**src/rtl/seg_scan_driver_pkg.sv**
```systemverilog
// Shared display definitions for the multiplexed seven-segment scan driver:
// active-low segment glyphs, scan FSM states and anode helpers.
package seg_scan_driver_pkg;

  localparam logic [7:0] SEG_BLANK = 8'hFF;

  // Digit glyphs, active-low, bit order DP g f e d c b a
  localparam logic [7:0] SEG_0 = 8'hC0;
  localparam logic [7:0] SEG_1 = 8'hF9;
  localparam logic [7:0] SEG_2 = 8'hA4;
  localparam logic [7:0] SEG_3 = 8'hB0;
  localparam logic [7:0] SEG_4 = 8'h99;
  localparam logic [7:0] SEG_5 = 8'h92;
  localparam logic [7:0] SEG_6 = 8'h82;
  localparam logic [7:0] SEG_7 = 8'hF8;
  localparam logic [7:0] SEG_8 = 8'h80;
  localparam logic [7:0] SEG_9 = 8'h90;

  localparam logic [7:0] SEG_L = 8'hC7;
  localparam logic [7:0] SEG_O = 8'hC0;
  localparam logic [7:0] SEG_S = 8'h92;
  localparam logic [7:0] SEG_E = 8'h86;
  localparam logic [7:0] SEG_Y = 8'h91;
  localparam logic [7:0] SEG_A = 8'h88;
  localparam logic [7:0] SEG_P = 8'h8C;
  localparam logic [7:0] SEG_D = 8'hA1;

  typedef enum logic {
    ST_BLANK = 1'b0,
    ST_DRIVE = 1'b1
  } scan_state_t;

  typedef logic [3:0] anode_t;

  localparam anode_t ANODE_OFF = 4'hF;

  // Digit 0 is leftmost and owns An[3]
  function automatic anode_t anode_select(input logic [1:0] dig);
    anode_t an;
    case (dig)
      2'd0:    an = 4'b0111;
      2'd1:    an = 4'b1011;
      2'd2:    an = 4'b1101;
      2'd3:    an = 4'b1110;
      default: an = ANODE_OFF;
    endcase
    return an;
  endfunction

endpackage

```
**src/rtl/seg_pwm_gate.sv**
```systemverilog
// Brightness gate: free-running 4-bit phase counter compared against Duty.
// The gate is combinational; the top registers it together with An.
module seg_pwm_gate
  import seg_scan_driver_pkg::*;
(
  input  logic       clk,
  input  logic       rst_n,
  input  logic [3:0] duty,
  output logic       gate_on
);

  logic [3:0] phase_r;

  // Phase counter runs regardless of scan enable
  always_ff @(posedge clk) begin
    if (!rst_n) begin
      phase_r <= 4'd0;
    end else begin
      phase_r <= phase_r + 4'd1;
    end
  end

  // Duty 15 is full on rather than 15/16
  always_comb begin
    gate_on = 1'b0;
    if (duty == 4'd15) begin
      gate_on = 1'b1;
    end else begin
      gate_on = (phase_r < duty);
    end
  end

endmodule

```
**src/rtl/seg_scan_driver.sv**
```systemverilog
// Four-digit multiplexed seven-segment scan driver with per-slot anti-ghost
// blanking, frame-atomic shadow latching and PWM brightness gating.
module seg_scan_driver
  import seg_scan_driver_pkg::*;
#(
  parameter int unsigned DIGIT_CYCLES = 100000,
  parameter int unsigned BLANK_CYCLES = 1000
) (
  input  logic       Clk100M,
  input  logic       Rst_n,
  input  logic       En,
  input  logic [3:0] Duty,
  input  logic [7:0] segIn0,
  input  logic [7:0] segIn1,
  input  logic [7:0] segIn2,
  input  logic [7:0] segIn3,
  output logic [3:0] An,
  output logic [7:0] Seg,
  output logic       FrameStart
);

  localparam int unsigned TICK_W = $clog2(DIGIT_CYCLES);

  logic [TICK_W-1:0] tick_r;
  logic [TICK_W-1:0] tick_next_s;
  logic              tick_last_s;
  logic [1:0]        dig_r;
  scan_state_t       state_r;
  logic [7:0]        shadow0_r;
  logic [7:0]        shadow1_r;
  logic [7:0]        shadow2_r;
  logic [7:0]        shadow3_r;
  logic [7:0]        drive_word_s;
  logic              frame_latch_s;
  logic              gate_on_s;
  anode_t            an_next_s;
  logic [7:0]        seg_next_s;

  seg_pwm_gate u_pwm_gate (
    .clk     (Clk100M),
    .rst_n   (Rst_n),
    .duty    (Duty),
    .gate_on (gate_on_s)
  );

  // Slot counter next value and wrap detection
  always_comb begin
    tick_last_s = (tick_r == TICK_W'(DIGIT_CYCLES - 1));
    if (tick_last_s) begin
      tick_next_s = '0;
    end else begin
      tick_next_s = tick_r + TICK_W'(1);
    end
    frame_latch_s = En && (tick_r == '0) && (dig_r == 2'd0);
  end

  // Select the shadow word and gated anode for the current slot
  always_comb begin
    case (dig_r)
      2'd0:    drive_word_s = shadow0_r;
      2'd1:    drive_word_s = shadow1_r;
      2'd2:    drive_word_s = shadow2_r;
      2'd3:    drive_word_s = shadow3_r;
      default: drive_word_s = SEG_BLANK;
    endcase
    if (state_r == ST_DRIVE) begin
      seg_next_s = drive_word_s;
      if (gate_on_s) begin
        an_next_s = anode_select(dig_r);
      end else begin
        an_next_s = ANODE_OFF;
      end
    end else begin
      seg_next_s = SEG_BLANK;
      an_next_s  = ANODE_OFF;
    end
  end

  // Shadows only move at a frame boundary so all digits change together
  always_ff @(posedge Clk100M) begin
    if (!Rst_n) begin
      shadow0_r <= SEG_BLANK;
      shadow1_r <= SEG_BLANK;
      shadow2_r <= SEG_BLANK;
      shadow3_r <= SEG_BLANK;
    end else if (frame_latch_s) begin
      shadow0_r <= segIn0;
      shadow1_r <= segIn1;
      shadow2_r <= segIn2;
      shadow3_r <= segIn3;
    end else begin
      shadow0_r <= shadow0_r;
      shadow1_r <= shadow1_r;
      shadow2_r <= shadow2_r;
      shadow3_r <= shadow3_r;
    end
  end

  // Scan FSM with counters and registered display outputs
  always_ff @(posedge Clk100M) begin
    if (!Rst_n) begin
      tick_r     <= '0;
      dig_r      <= 2'd0;
      state_r    <= ST_BLANK;
      An         <= ANODE_OFF;
      Seg        <= SEG_BLANK;
      FrameStart <= 1'b0;
    end else if (!En) begin
      tick_r     <= '0;
      dig_r      <= 2'd0;
      state_r    <= ST_BLANK;
      An         <= ANODE_OFF;
      Seg        <= SEG_BLANK;
      FrameStart <= 1'b0;
    end else begin
      tick_r     <= tick_next_s;
      An         <= an_next_s;
      Seg        <= seg_next_s;
      FrameStart <= frame_latch_s;
      if (tick_last_s) begin
        dig_r <= dig_r + 2'd1;
      end else begin
        dig_r <= dig_r;
      end
      case (state_r)
        ST_BLANK: begin
          if (tick_next_s == TICK_W'(BLANK_CYCLES)) begin
            state_r <= ST_DRIVE;
          end else begin
            state_r <= ST_BLANK;
          end
        end
        ST_DRIVE: begin
          if (tick_last_s) begin
            state_r <= ST_BLANK;
          end else begin
            state_r <= ST_DRIVE;
          end
        end
        default: state_r <= ST_BLANK;
      endcase
    end
  end

endmodule

```
**config.mk**
```make
export PLATFORM = sky130hd
export DESIGN_NAME = seg_scan_driver
export DESIGN_NICKNAME = d
export VERILOG_FILES = /design/src/rtl/seg_scan_driver_pkg.sv /design/src/rtl/seg_pwm_gate.sv /design/src/rtl/seg_scan_driver.sv
export SDC_FILE = /design/constraint.sdc
export NUM_CORES = 1
export LEC_CHECK = 0
export ABC_AREA = 0
export BUFFER_PORTS_ARGS = -buffer_cell sky130_fd_sc_hd__buf_2
export CORE_ASPECT_RATIO = 0.7
export CORE_MARGIN = 10
export CORE_UTILIZATION = 59
export CTS_CLUSTER_DIAMETER = 100
export CTS_CLUSTER_SIZE = 20
export DETAILED_ROUTE_END_ITERATION = 16
export PLACE_DENSITY = 0.83
export SYNTH_ARGS = -nofsm -noshare
export SYNTH_HDL_FRONTEND = slang
export SYNTH_SLANG_ARGS = --single-unit
```
**constraint.sdc**
```tcl
create_clock -name Clk100M -period 5.75 [get_ports Clk100M]
set_clock_uncertainty 0.15 [all_clocks]
set_input_delay 0.2875 -clock Clk100M [delete_from_list [all_inputs] [get_ports Clk100M]]
set_output_delay 0.2875 -clock Clk100M [all_outputs]
set_load 0.02 [all_outputs]
```
# After elaboration in Yosys (flattened, before gate mapping)
# Cells that the tools add are included.
# totals
ff_bits,69
input_bits,39
out_inout_bits,13
word_cells,36
# op_classes
add_sub_neg,3
n_lt_le_gt_ge,1
n_eq_ne,6
mux,7
bitwise_logic,1
n_reduce_logical,7
# ops
operator,count
case mux 8 bit (4 select lines),1
adder 17 x 1 -> 17 bit (second input constant),1
equality test 17 x 10 -> 1 bit (second input constant),1
equality test 17 bit (second input constant),1
zero test 17 bit,1
2-to-1 mux 17 bit,1
case mux 4 bit (4 select lines),1
adder 4 x 1 -> 4 bit (second input constant),1
equality test 2 bit (second input constant),2
equality test 4 bit (second input constant),1
less-than comparator 4 bit,1
AND reduction 4 bit,1
2-to-1 mux 1 bit,3
AND reduction 3 bit,1
adder 2 x 1 -> 2 bit (second input constant),1
equality test 2 x 1 -> 1 bit (second input constant),1
logical AND 1 bit,2
zero test 2 bit,1
case mux 1 bit (2 select lines),1
AND reduction 2 bit,1
inverter 1 bit,1

# Longest topological paths before layout
# Gate-level depths: netlist of the first run.
# depth
word_depth,5
depth_mapped,10
mapped_depth_nobuf,8

# Modules after synthesis
# Synthesis of the first run repeated with hierarchy kept, for this count alone.
# unflattened
cells_unflattened,367
area_unflattened_um2,3098.0
# modules_own_cells
mod,n_inst,cells_per_inst,area_each_um2
seg_scan_driver,1,343,2867.8
seg_pwm_gate,1,24,230.2

# Worst setup path after synthesis of the first run
# OpenSTA, ideal clock, no wires.
# synth_path
path_kind,register to register
from,register tick_r[0]
to,register state_r
setup_time_ps,69
arrival_time_ps,1986
required_ps,5531
slack_ps,3545
path_stages_with_launch,9
path_cell_list,dfxtp_1 -> ha_1 -> buf_2 -> nand4_1 -> nor3_1 -> mux2_2 -> o21ai_0 -> nand4_1 -> o21ai_1
# synth_via
elab_chain_cells,5
# synth_rtl
element,line,text
start: declaration,seg_scan_driver.sv:24,logic [TICK_W-1:0] tick_r;
start signal: assignment,seg_scan_driver.sv:116,tick_r <= tick_next_s;
adder 17 x 1 -> 17 bit or equality test 17 bit (tied branches),"seg_scan_driver.sv:52, seg_scan_driver.sv:48",
2-to-1 mux 17 bit,seg_scan_driver.sv:49,if (tick_last_s) begin
equality test 17 x 10 -> 1 bit,seg_scan_driver.sv:127,if (tick_next_s == TICK_W'(BLANK_CYCLES)) begin
2-to-1 mux 1 bit,seg_scan_driver.sv:127,
case mux 1 bit (2 select lines) (*),seg_scan_driver.sv:125,case (state_r)
end signal: assignment,seg_scan_driver.sv:128,state_r <= ST_DRIVE;
end signal: assignment,seg_scan_driver.sv:130,state_r <= ST_BLANK;
end signal: assignment,seg_scan_driver.sv:135,state_r <= ST_BLANK;
end: declaration,seg_scan_driver.sv:28,scan_state_t state_r;
# Mark *: on every way between the ends. The rest lies on a longest branch, timed or not.
# A chain may end at the register's enable or synchronous reset.

# Final worst setup path of the first run
# layout_path
from,register tick_r[0]
to,register shadow1_r[0]
# layout_via
elab_chain_cells,3
# layout_rtl
element,line,text
zero test 17 bit,seg_scan_driver.sv:54,frame_latch_s = En && (tick_r == '0) && (dig_r == 2'd0);
logical AND 1 bit (2 in series),seg_scan_driver.sv:54,
end signal: assignment,seg_scan_driver.sv:88,shadow1_r <= segIn1;
end signal: assignment,seg_scan_driver.sv:93,shadow1_r <= shadow1_r;
end: declaration,seg_scan_driver.sv:30,logic [7:0] shadow1_r;
# Every way passes these cells.

==> results of run 1 <==
==> cell usage after synthesis (6+ instances only) <==
cell and instances:
nand2_1 99, dfxtp_1 69, nand3_1 40, nor2_1 22, clkbuf_1 13, inv_1 12
ha_1 11, o21ai_0 11, xor2_1 11, buf_2 10, a222oi_1 8, nand4_1 6
xnor2_1 6
==> layout make-up <==
cell class / instances / area share [%]
inverters: 12 / 1.27
well taps: 69 / 2.43
clock inverters: 6 / 2.50
flip-flops and latches: 69 / 38.8
multi-input cells: 260 / 40.7
clock buffers: 9 / 3.48
repair buffers: 64 / 10.8
==> placed cells by master, fill, tap and decap left out, types with 2 or more instances in the layout <==
cell           count
ha_1              11
a222oi_1           8
nor3_1             4
nand2_1           99
nand2b_1           2
nor4b_1            4
dfxtp_1           69
and3_1             3
xor2_1            11
dlygate4sd3_1     13
nand4_1            6
nand3_1           40
or4_4              2
and2_1             5
nor4_1             3
nor2_1            22
a21o_1             2
buf_2             51
a21oi_1            5
o21ai_0           11
mux2i_1            2
xnor2_1            6
clkinvlp_4         2
inv_1             12
clkbuf_8           9
bufinv_16          2
==> cell families after synthesis <==
| group | after synthesis |
|---|---|
| muxes | 3 |
| buffers and inverters | 39 |
| xor gates and xnor gates | 17 |
| adders and majority gates | 11 |
| DFF | 69 |
| and+or+nand+nor | 197 |
| AOI/OAI and AO/OA | 32 |
==> flip-flops by register name (all words and copies together) (netlist names), 4 cells and up <==
name                cells
shadow3_r               8
shadow1_r               8
u_pwm_gate.phase_r      4
Seg                     8
shadow2_r               8
shadow0_r               8
tick_r                 17
An                      4
==> per-stage QoR <==
stage / power [mW] / utilization [%] / worst slack [ps]
5_1_grt: 1.06 / 73.2 / 2830
3_3_place_gp: 0.593 / 66.2 / 3120
2_1_floorplan: 0.571 / - / 3550
6_report: 1.02 / 73.2 / 3070
4_1_cts: 1.02 / 72.4 / 3130
3_5_place_dp: 0.597 / 66.2 / 3150
==> power by group through the flow <==
stage          Combinational [mW]  Clock [mW]  Sequential [mW]
2_1_floorplan              0.0511           0            0.520
3_3_place_gp               0.0711           0            0.522
3_5_place_dp               0.0735           0            0.523
4_1_cts                    0.0785       0.428            0.512
5_1_grt                    0.0925       0.456            0.515
6_report                   0.0810       0.423            0.513
==> tightest hold or removal path, cell delays in order <==
cell     delay, ps
buf_2           80
nand2_1         40
nand3_1         70
==> worst paths after layout <==
| path | startpoint | cells past startpoint | slack (ps) | to |
|---|---|---|---|---|
| max | tick_r[0] | 8 | 3070 | shadow1_r[0] |
| min | segIn3[6] | 3 | 3 | shadow3_r[6] |
| max reg2reg | tick_r[0] | 8 | 3070 | shadow1_r[0] |
| min reg2reg | shadow0_r[5] | 2 | 310 | shadow0_r[5] |
==> routing by layer <==
metal  vias to the layer above  wire (µm)  GRT usage (%)
li1                       1323          -              -
met1                      1213       3360           22.7
met2                       119       3040           24.5
met3                        12        672           7.02
met4                         0        106           6.56
met5                         -          0              0
==> results.sh, run 1 <==
export IMPL_status="finished clean"
export IMPL_vias_per_cell=5.45
export IMPL_period_needed_ps=2680
export IMPL_syn_to_final_growth_pct=18.3
export IMPL_ys_types=40
export IMPL_drive_above_1_share_pct=16.7
export IMPL_grt_antenna_before_repair=0
export IMPL_grt_setup_unrepaired="false"
export IMPL_start_util_pct=61.9
export IMPL_final_hold_violation_count=0
export IMPL_cts_made_buffers=9
export IMPL_switchingPower_mw=0.238
export IMPL_post_cts_buffers=0
export IMPL_path_cells="inv_1 > ha_1 > nor4b_1 > nand4_1 > nor4_1 > and2_1 > nand2_1 > nand3_1"
export IMPL_synth_seq_cells=69
export IMPL_nFillCells=373
export IMPL_min_path_type="in -> reg"
export IMPL_seqCellArea_mm2=0.00138
export IMPL_postCtsHoldBufs=9
export IMPL_async_flop_share_pct=0
export IMPL_power_share_sequential_pct=50.4
export IMPL_synthMuxAreaShare_pct=1.04
export IMPL_synth_top_family_by_area="simple AND/OR/NAND/NOR gates"
export IMPL_cap_violations=0
export IMPL_tightestPinTransition_ps=1110
export IMPL_firstDrtPassIters=7
export IMPL_end_kind="register"
export IMPL_dieHeight_um=79.7
export IMPL_crit_required_ps=5880
export IMPL_cts_root_buf="clkbuf_8"
export IMPL_cts_buffer_depth=2
export IMPL_h_tree_depth=3
export IMPL_synth_xor_xnor_area_share_pct=4.95
export IMPL_fin_crit_sh_pct=46.7
export IMPL_drcViolationCount=0
export IMPL_tns_ps=0
export IMPL_grt_pass1_vias=2466
export IMPL_port_buffers=51
export IMPL_num_rows=21
export IMPL_maxSlewHeadroom_pct=26.0
export IMPL_grt_max_degree=40
export IMPL_cpMaxStageDelayCell="and2_1"
export IMPL_cts_sinks=69
export IMPL_antenna_cells=0
export IMPL_syn_inst=368
export IMPL_vias=2667
export IMPL_cp_start_kind="register"
export IMPL_clkTransAtPathRegs_ps=70
export IMPL_cts_tree="built"
export IMPL_slew_violations=0
export IMPL_instances_no_fill=489
export IMPL_post_cts_resized=0
export IMPL_fmax_ghz=0.373
export IMPL_syn_area_mm2=0.00301
export IMPL_multiInputGateArea_mm2=0.00145
export IMPL_syn_mean_instance_area_um2=8.17
export IMPL_synth_top_area_share_pct=45.9
export IMPL_grt_ovfl_total=0
export IMPL_drt_iter0_drc=212
export IMPL_combPwrFrac_pct=8.0
export IMPL_yosys_area_share_adder_pct=4.58
export IMPL_placed_cell_area_mm2=0.00322
export IMPL_setup_viol=0
export IMPL_p_leak_nw=1.52
export IMPL_arrival_ps=2810
export IMPL_holdWs_ps=3.07
export IMPL_ys_flop_type="dfxtp_1"
export IMPL_dp_hpwl_mm=4.83
export IMPL_yosys_area_top_type="dfxtp_1"
export IMPL_core_area_mm2=0.00486
export IMPL_routabilityCongestion=0.939
export IMPL_ys_warn_count=0
export IMPL_syn_nets=418
export IMPL_ant_nets=0
export IMPL_crit_fanout=32
export IMPL_irDropWorstVdd_v=0.000181
export IMPL_placedCellCount=461
export IMPL_grt_use_total_pct=17.2
export IMPL_yosysSeqAreaShare_pct=45.9
export IMPL_grt_pass1_wl_mm=11.8
export IMPL_fin_nets=466
export IMPL_wl_per_cell_um=14.7
export IMPL_clock_power_share_pct=41.6
export IMPL_path_class="reg -> reg"
export IMPL_power_switching_share_pct=23.4
export IMPL_p_int_mw=0.779
export IMPL_wirelength_mm=7.19
export IMPL_cp_slowest_stage_delay_ps=920
export IMPL_synth_compound_area_share_pct=7.20
export IMPL_clkLatencyLatePin_ps=340
export IMPL_die_area_mm2=0.00840
export IMPL_synth_edff_count=0
export IMPL_synth_area_leaders="dfxtp_1, nand2_1, nand3_1"
export IMPL_io_pins=52
export IMPL_yosys_area_share_simple_pct=30.4
export IMPL_fp_dieW_um=105
export IMPL_crit_buf_inv=1
export IMPL_critPathTopFamily="simple AND/OR/NAND/NOR gates"
export IMPL_fin_area_mm2=0.00356
export IMPL_powerDensity_mw_per_mm2=286
Power figures use the tool's default switching activity.
==> run 2: changes to the inputs <==
--- a/config.mk
+++ b/config.mk
@@ -9,11 +9,11 @@
 export BUFFER_PORTS_ARGS = -buffer_cell sky130_fd_sc_hd__buf_2
 export CORE_ASPECT_RATIO = 0.7
 export CORE_MARGIN = 10
-export CORE_UTILIZATION = 59
+export CORE_UTILIZATION = 50
 export CTS_CLUSTER_DIAMETER = 100
 export CTS_CLUSTER_SIZE = 20
 export DETAILED_ROUTE_END_ITERATION = 16
-export PLACE_DENSITY = 0.83
+export PLACE_DENSITY = 0.75
 export SYNTH_ARGS = -nofsm -noshare
 export SYNTH_HDL_FRONTEND = slang
 export SYNTH_SLANG_ARGS = --single-unit
==> constraint.sdc (replaced) <==
create_clock -name Clk100M -period 2.41 [get_ports Clk100M]
set_clock_uncertainty 0.15 [all_clocks]
set_input_delay 0.1205 -clock Clk100M [delete_from_list [all_inputs] [get_ports Clk100M]]
set_output_delay 0.1205 -clock Clk100M [all_outputs]
set_load 0.02 [all_outputs]
==> run 2 against run 1 <==
Design area rose by 8.6%. Clock power increased to 2.7 times the previous value. Critical path depth decreased by 1. Die area grew 14%. Via count is 4.6% higher. Setup slack lost 2800 ps. Flip-flop and latch count unchanged. Wire length grew 7.0%. Critical path type unchanged.
==> results.sh, run 2 (same netlist as run 1, synthesis figures left out) <==
export IMPL_setup_viol=0
export IMPL_clkTransAtPathRegs_ps=70
export IMPL_p_leak_nw=1.66
export IMPL_post_cts_resized=0
export IMPL_fmax_ghz=0.467
export IMPL_die_area_mm2=0.00957
export IMPL_top_layer="met4"
export IMPL_vias_per_cell=5.32
export IMPL_layout_cells_most_common="nand2_1"
export IMPL_vias=2790
export IMPL_cts_tree="built"
export IMPL_p_total_mw=2.60
export IMPL_fin_nets=493
export IMPL_grt_use_total_pct=16.4
export IMPL_crit_required_ps=2540
export IMPL_grt_pass1_wl_mm=13.2
export IMPL_arrival_ps=2270
export IMPL_cp_start_kind="register"
export IMPL_grt_pass1_vias=2775
export IMPL_syn_to_final_growth_pct=28.5
export IMPL_dieHeight_um=84.9
export IMPL_post_place_ws_ps=282
export IMPL_post_cts_buffers=0
export IMPL_critical_path_top_cell_by_count="nand4_1"
export IMPL_period_needed_ps=2140
export IMPL_fp_dieW_um=113
export IMPL_final_hold_violation_count=0
export IMPL_final_cell_mix="nand2_1, dfxtp_1, buf_2"
export IMPL_wirelength_mm=7.69
export IMPL_nFillCells=454
export IMPL_wl_met3_um=613
export IMPL_seqCellArea_mm2=0.00138
export IMPL_slew_violations=0
export IMPL_dp_hpwl_mm=5.11
export IMPL_maxSlewHeadroom_pct=68.2
export IMPL_cts_root_buf="clkbuf_8"
export IMPL_cp_slowest_stage_delay_ps=440
export IMPL_grt_antenna_before_repair=1
export IMPL_cpMaxStageDelayCell="dfxtp_1"
export IMPL_largest_reg_flops=17
export IMPL_combPwrFrac_pct=8.8
export IMPL_start_util_pct=52.0
export IMPL_post_route_worst_setup_slack_ps=271
export IMPL_num_rows=23
export IMPL_largest_register="tick_r"
export IMPL_postCtsHoldBufs=33
export IMPL_wl_met2_mm=3.44
export IMPL_min_path_type="in -> reg"
export IMPL_port_buffers=51
export IMPL_status="finished clean"
export IMPL_power_switching_share_pct=22.9
export IMPL_firstDrtPassIters=5
export IMPL_crit_fanout=7
export IMPL_h_tree_depth=3
export IMPL_tns_ps=0
export IMPL_clock_power_share_pct=44.1
export IMPL_grt_ovfl_total=0
export IMPL_fin_crit_sh_pct=88.8
export IMPL_path_cells="ha_1 > nand4_1 > nor3_1 > mux2_2 > o21ai_0 > nand4_1 > o21ai_1"
export IMPL_cts_sinks=69
export IMPL_clkLatencyLatePin_ps=340
export IMPL_io_pins=52
export IMPL_cap_violations=0
export IMPL_powerDensity_mw_per_mm2=671
export IMPL_met1_length_mm=3.48
export IMPL_p_int_mw=2.00
export IMPL_path_class="reg -> reg"
export IMPL_drcViolationCount=0
export IMPL_grt_setup_unrepaired="false"
export IMPL_multiInputGateArea_mm2=0.00145
export IMPL_switchingPower_mw=0.594
export IMPL_power_share_sequential_pct=47.2
export IMPL_cts_made_buffers=9
export IMPL_irDropWorstVdd_v=0.000426
export IMPL_grt_max_degree=38
export IMPL_tightestPinTransition_ps=477
export IMPL_instances_no_fill=524
export IMPL_ant_nets=0
export IMPL_placedCellCount=474
export IMPL_end_kind="register"
export IMPL_wl_per_cell_um=14.7
export IMPL_drive_above_1_share_pct=17.4
export IMPL_routabilityCongestion=0.885
export IMPL_core_area_mm2=0.00578
export IMPL_drt_iter0_drc=265
export IMPL_cts_buffer_depth=2
-- run 2: per-layer routing --
metal	up-vias	global-route usage [%]
met4	0	5.75
met5	-	0
met2	105	25.4
met3	13	6.12
li1	1389	-
met1	1283	20.5
-- run 2: area by class of cell --
type,instances,area share (%)
Sequential cell,69,35.7
Antenna cell,1,0.0647
Clock buffer,9,3.20
Timing Repair Buffer,91,16.8
Multi-Input combinational cell,260,37.5
Tap cell,75,2.43
Clock inverter,7,3.11
Inverter,12,1.17
-- run 2: power by group through the flow --
stage / registers, mW / clock network [mW] / logic, mW
global placement: 1.25 / 0 / 0.178
floorplan: 1.24 / 0 / 0.122
global route: 1.23 / 1.20 / 0.258
detailed placement: 1.25 / 0 / 0.183
CTS: 1.22 / 1.16 / 0.224
finish: 1.22 / 1.14 / 0.227
-- run 2: critical path, delay by kind of cell, from the launching register on --
family | cells | cell delay, ps
AO/OA/AOI/OAI | 2 | 340
adder cells (fa/ha/maj) | 1 | 220
AND/OR/NAND/NOR | 3 | 570
multiplexers | 1 | 360
flip-flops | 1 | 440
-- run 2: final timing paths --
path              slack, ps          from           end  cells past startpoint
setup / recovery        270     tick_r[0]       state_r                      7
hold / removal           20         Rst_n     tick_r[1]                      3
setup reg to reg        270     tick_r[0]       state_r                      7
hold reg to reg         320  shadow0_r[5]  shadow0_r[5]                      2
-- run 2: per-stage QoR --
stage / hold WS [ps] / area (µm²) / util (%)
after global routing: 35.4 / 3870 / 66.8
after global placement: 178 / 3290 / 56.9
after floorplan: 94.7 / 3010 / -
after CTS: 13.8 / 3860 / 66.8
final: 20.7 / 3870 / 66.8
after detailed placement: 182 / 3290 / 56.9
